==> src/rtl/frame_scheduler.sv <==
// Programmable bit/word/frame timing sequencer with start/stop FSM and shadowed config registers.
// Optional FRAME_SYNC_EN adds sync_in (external frame resync) and the resync pulse output.
module frame_scheduler #(
  parameter int unsigned BIT_DIV_DEF     = 126,
  parameter int unsigned WORD_BITS_DEF   = 10,
  parameter int unsigned FRAME_WORDS_DEF = 8
) (
  input  logic        clk80,
  input  logic        reset,
  input  logic        start,
  input  logic        stop,
  input  logic        cfg_we,
  input  logic [1:0]  cfg_addr,
  input  logic [15:0] cfg_wdata,
  output logic        cfg_ack,
  output logic        cfg_err,
  output logic        busy,
  output logic        bit_clk,
  output logic        bit_tick,
  output logic        word_tick,
  output logic        frame_tick,
  output logic [7:0]  bit_idx,
  output logic [7:0]  word_idx
`ifdef FRAME_SYNC_EN
  ,
  input  logic        sync_in,
  output logic        resync
`endif
);

  localparam logic [15:0] BIT_DIV_INIT     = 16'(BIT_DIV_DEF);
  localparam logic [7:0]  WORD_BITS_INIT   = 8'(WORD_BITS_DEF);
  localparam logic [7:0]  FRAME_WORDS_INIT = 8'(FRAME_WORDS_DEF);

  typedef enum logic [1:0] {IDLE, RUN, DRAIN} state_t;

  state_t      state;
  logic [15:0] cnt;
  logic [15:0] bit_div, shadow_bit_div;
  logic [7:0]  word_bits, shadow_word_bits;
  logic [7:0]  frame_words, shadow_frame_words;
  logic        running;
  logic        sync_clr;

  assign running = (state != IDLE);
  assign busy    = running;
  assign bit_clk = running && (cnt >= (bit_div >> 1));

  // A resync edge suppresses any tick of the frame it truncates.
  assign bit_tick   = running && !sync_clr && (cnt == bit_div - 16'd1);
  assign word_tick  = bit_tick && (bit_idx == word_bits - 8'd1);
  assign frame_tick = word_tick && (word_idx == frame_words - 8'd1);

`ifdef FRAME_SYNC_EN
  logic [2:0] sync_sr;
  assign sync_clr = running && sync_sr[1] && !sync_sr[2];

  always_ff @(posedge clk80) begin
    if (reset) begin
      sync_sr <= '0;
      resync  <= 1'b0;
    end else begin
      sync_sr <= {sync_sr[1:0], sync_in};
      resync  <= sync_clr;
    end
  end
`else
  assign sync_clr = 1'b0;
`endif

  always_ff @(posedge clk80) begin
    if (reset) begin
      state              <= IDLE;
      cnt                <= '0;
      bit_idx            <= '0;
      word_idx           <= '0;
      cfg_ack            <= 1'b0;
      cfg_err            <= 1'b0;
      bit_div            <= BIT_DIV_INIT;
      word_bits          <= WORD_BITS_INIT;
      frame_words        <= FRAME_WORDS_INIT;
      shadow_bit_div     <= BIT_DIV_INIT;
      shadow_word_bits   <= WORD_BITS_INIT;
      shadow_frame_words <= FRAME_WORDS_INIT;
    end else begin
      cfg_ack <= 1'b0;
      cfg_err <= 1'b0;
      if (cfg_we) begin
        case (cfg_addr)
          2'd0: if (cfg_wdata >= 16'd2) begin
            shadow_bit_div <= cfg_wdata;
            cfg_ack        <= 1'b1;
          end else cfg_err <= 1'b1;
          2'd1: if (cfg_wdata[7:0] != 8'd0) begin
            shadow_word_bits <= cfg_wdata[7:0];
            cfg_ack          <= 1'b1;
          end else cfg_err <= 1'b1;
          2'd2: if (cfg_wdata[7:0] != 8'd0) begin
            shadow_frame_words <= cfg_wdata[7:0];
            cfg_ack            <= 1'b1;
          end else cfg_err <= 1'b1;
          default: cfg_err <= 1'b1;
        endcase
      end

      // Active copy takes the pre-write shadow value, so a write on frame_tick waits a frame.
      if (!running || frame_tick) begin
        bit_div     <= shadow_bit_div;
        word_bits   <= shadow_word_bits;
        frame_words <= shadow_frame_words;
      end

      if (state == IDLE) begin
        cnt      <= '0;
        bit_idx  <= '0;
        word_idx <= '0;
        if (start && !stop) state <= RUN;
      end else begin
        if (sync_clr) begin
          cnt      <= '0;
          bit_idx  <= '0;
          word_idx <= '0;
        end else if (bit_tick) begin
          cnt     <= '0;
          bit_idx <= word_tick ? 8'd0 : bit_idx + 8'd1;
          if (word_tick) word_idx <= frame_tick ? 8'd0 : word_idx + 8'd1;
        end else begin
          cnt <= cnt + 16'd1;
        end

        if (state == RUN) begin
          if (stop) state <= DRAIN;
        end else if (frame_tick) begin
          state <= IDLE;
        end
      end
    end
  end

endmodule
==> config.mk <==
export PLATFORM = sky130hd
export DESIGN_NAME = frame_scheduler
export DESIGN_NICKNAME = d
export VERILOG_FILES = /design/src/rtl/frame_scheduler.sv
export SDC_FILE = /design/constraint.sdc
export NUM_CORES = 1
export LEC_CHECK = 0
export CAP_MARGIN = 20
export CORE_MARGIN = 10
export CORE_UTILIZATION = 24
export DETAILED_ROUTE_END_ITERATION = 16
export GPL_TIMING_DRIVEN = 1
export PLACE_DENSITY = 0.37
export REMOVE_ABC_BUFFERS = 1
export SLEW_MARGIN = 20
export SYNTH_ARGS = -nofsm -noshare
export SYNTH_HDL_FRONTEND = slang
export SYNTH_SLANG_ARGS = --single-unit
==> constraint.sdc <==
create_clock -name clk80 -period 4.74 [get_ports clk80]
set_input_delay 0.948 -clock clk80 [delete_from_list [all_inputs] [get_ports clk80]]
set_output_delay 0.948 -clock clk80 [all_outputs]
set_load 0.03 [all_outputs]
==> flow_metrics.env <==
export IMPL_critical_path_class="reg2out"
export IMPL_max_freq_mhz=225
export IMPL_dp_cells=923
export IMPL_synthAdderAreaFrac=0.0590
export IMPL_drc=0
export IMPL_cp_end_kind="primary output"
export IMPL_fin_setup_tns_ns=0
export IMPL_min_period_over_period=0.937
export IMPL_cts_sinks=100
export IMPL_async_flop_share=0
export IMPL_cts_root_buf="clkbuf_16"
export IMPL_ys_seq_area_frac=0.377
export IMPL_finalSetupViolCount=0
export IMPL_die_area_mm2=0.0284
export IMPL_ios=46
export IMPL_vias=4357
export IMPL_die_h_um=169
export IMPL_core_area_mm2=0.0218
export IMPL_hpwl_mm=11.1
export IMPL_grt_pass1_vias=4320
export IMPL_fin_area_mm2=0.00634
export IMPL_worst_slew_pin_slew_ns=1.08
export IMPL_grt_total_usage=0.104
export IMPL_slowest_stage="clkdlybuf4s50_1"
export IMPL_p_leak_nw=2.43
export IMPL_required_ns=3.79
export IMPL_final_max_slew_viol_count=0
export IMPL_synth_ff_type="dfxtp_1"
export IMPL_syn_inst=617
export IMPL_min_from="shadow_word_bits[6]"
export IMPL_final_core_utilization=0.292
export IMPL_cts_inserted_buffers=9
export IMPL_r2r_worst_path_cells=11
export IMPL_synth_warnings=0
export IMPL_maxCapViolCount=0
export IMPL_hp_class="reg2reg"
export IMPL_globalplace_congestion=0.797
export IMPL_firstDrtPassIters=4
export IMPL_syn_to_final_growth_pct=19.6
export IMPL_holdPathStages=2
export IMPL_avgSynthCellArea_um2=8.60
export IMPL_synthMuxAreaShare=0.0899
export IMPL_grt_setup_unrepaired="no"
export IMPL_synth_compound_area_frac=0.0934
export IMPL_fin_skew_ns=0.0134
export IMPL_ctsHtreeMaxLevel=3
export IMPL_grt_antenna_before_repair=0
export IMPL_critPathLaunchType="flip-flop"
export IMPL_min_period_ns=4.44
export IMPL_synth_xor_area_frac=0.102
export IMPL_cts_tree="done"
export IMPL_hold_viol=0
export IMPL_synth_area_leader_cell="dfxtp_1"
export IMPL_synth_edf_count=0
export IMPL_synth_simple_area_share=0.229
export IMPL_reg2reg_from="bit_div[1]"
export IMPL_diodes=0
export IMPL_synth_top_area_share=0.377
export IMPL_synth_top_family_by_area="simple AND/OR/NAND/NOR gates"
export IMPL_power_per_cell_area_mw_per_mm2=287
export IMPL_critical_path_max_stage_delay_ns=0.68
export IMPL_holdPathEnd="shadow_word_bits[6]"
export IMPL_yosys_top_cells_area="dfxtp_1, mux2i_1, xnor2_1"
export IMPL_synth_seq_cells=100
export IMPL_initial_core_util=0.244
export IMPL_fin_nets=702
export IMPL_synthDistinctLibCells=53
export IMPL_finalWorstSetupSlack_ns=0.300
export IMPL_peakVddDrop_mv=0.124
export IMPL_die_x_um=169
export IMPL_timing_rr_end="bit_idx[7]"
export IMPL_synth_most_common_cell="dfxtp_1"
export IMPL_clk_pin_slew_ns=0.07
export IMPL_ant_nets=0
export IMPL_grt_max_degree=55
export IMPL_viasPerCell=4.64
export IMPL_clk_insertion_delay_late_ns=0.36
export IMPL_syn_cell_area_mm2=0.00530
export IMPL_grt_ovfl_total=0
export IMPL_place_area_mm2=0.00603
export IMPL_grt_pass1_wl_mm=23.8
export IMPL_slew_headroom=0.277
export IMPL_pre_cts_slack_ns=0.450
export IMPL_layoutNonFillerInstCount=939
export IMPL_cts_buffer_depth=2
export IMPL_synthTopCellsByCount="dfxtp_1, nor2_1, nand2_1"
export IMPL_arrival_ns=3.49
export IMPL_crit_path_max_fanout=8
export IMPL_num_rows=54
export IMPL_drtIter0Drc=241
export IMPL_reg2reg_slack_ns=1.17
export IMPL_wl_per_cell_um=15.5
export IMPL_wl_mm=14.5
export IMPL_crit_chain="inv_1 -> ha_1 -> or4b_1 -> mux2_2 -> a21oi_1 -> a211oi_2 -> nand4_4 -> buf_4 -> nor2_1 -> clkdlybuf4s50_1"
export IMPL_io_buffer_count=45
export IMPL_status="finished clean"
export IMPL_layout_drive_gt1_share=0.0622
what timing repair did:
item	CTS	global route
buffers inserted	0	0
hold buffers	0	0
endpoints found under the setup margin	0	2
gates resized for setup	0	2
where the power goes:
| part | internal, W | leakage [nW] | switching [W] |
|---|---|---|---|
| registers | 0.000860 | 0.811 | 0.0000199 |
| clock network | 0.000427 | 0.146 | 0.000346 |
| logic | 0.0000720 | 1.47 | 0.0000966 |
| total | 0.00136 | 2.43 | 0.000462 |
flip-flops by register name (all words and copies together) (netlist names):
signal and count:
bit_div 16, bit_idx 8, cfg_ack 1, cfg_err 1, cnt 16, frame_words 8, shadow_bit_div 16, shadow_frame_words 8
shadow_word_bits 8, state 2, word_bits 8, word_idx 8
cell families after synthesis:
logic type	Yosys count
DFF	100
buffers and inverters	63
muxes	47
AOI/OAI and AO/OA	73
and+or+nand+nor	247
xor gates and xnor gates	62
adders and majority gates	25
worst max-delay path, delay by kind of cell, from the launching register on:
kind            cells  cell delay, ns
simple gates        3            0.87
fa+ha+maj           1            0.25
compound gates      2            0.39
flops               1            0.34
buf+inv             3            0.99
mux                 1            0.28
cell type report:
class,count,area (um2)
clock inverter,5,60.1
tap,280,350
timing repair buffer,53,510
sequential,100,2000
multi-input combinational,454,3040
inverter,36,135
fill,2320,15400
clock buffer,11,243
placed cells by master, fill, tap and decap left out, types with 2 or more instances in the layout:
master,Yosys,final
and3_1,10,10
inv_1,35,35
nor3b_1,4,4
o21ai_0,10,10
nand2b_1,2,2
xor2_1,24,24
nand3_1,37,37
nand4_1,7,7
nor2_1,88,88
nor4_2,2,2
mux2i_1,42,42
dlymetal6s2s_1,0,2
and2_1,3,3
mux2_2,5,5
dfxtp_1,100,100
clkdlybuf4s50_1,0,42
nor3_1,14,14
nor3_2,3,3
ha_1,25,25
nor4_1,14,14
nor2b_1,4,4
buf_4,1,8
a41oi_1,2,2
clkbuf_16,0,9
or3_1,4,4
nand2_1,46,46
a31oi_1,4,4
xnor2_1,38,38
nand3b_1,2,2
a21oi_1,23,23
o2111ai_1,2,2
a211oi_1,5,5
o211ai_1,10,10
a21o_1,6,6
metal layers:
metal  GRT usage  share of wire
met5           0              0
met4      0.0496          0.024
met3      0.0195          0.043
met2       0.157           0.43
met1       0.139           0.50
worst max-delay path by stage:
stage,startpoint,endpoint,depth (start not counted)
after global placement,bit_div[0],frame_tick,9
after detailed placement,bit_div[0],frame_tick,9
final,bit_div[1],bit_tick,10
after CTS,bit_div[1],frame_tick,9
after global routing,bit_div[1],bit_tick,10
after floorplan,bit_div[0],frame_tick,8
metrics by stage:
stage | hold slack, ns | total power, W
2_1_floorplan | 0.430 | 0.000996
3_3_place_gp | 0.448 | 0.00107
3_5_place_dp | 0.453 | 0.00107
4_1_cts | 0.465 | 0.00186
5_1_grt | 0.478 | 0.00190
6_report | 0.458 | 0.00182
(Power assumes the default switching activity.)
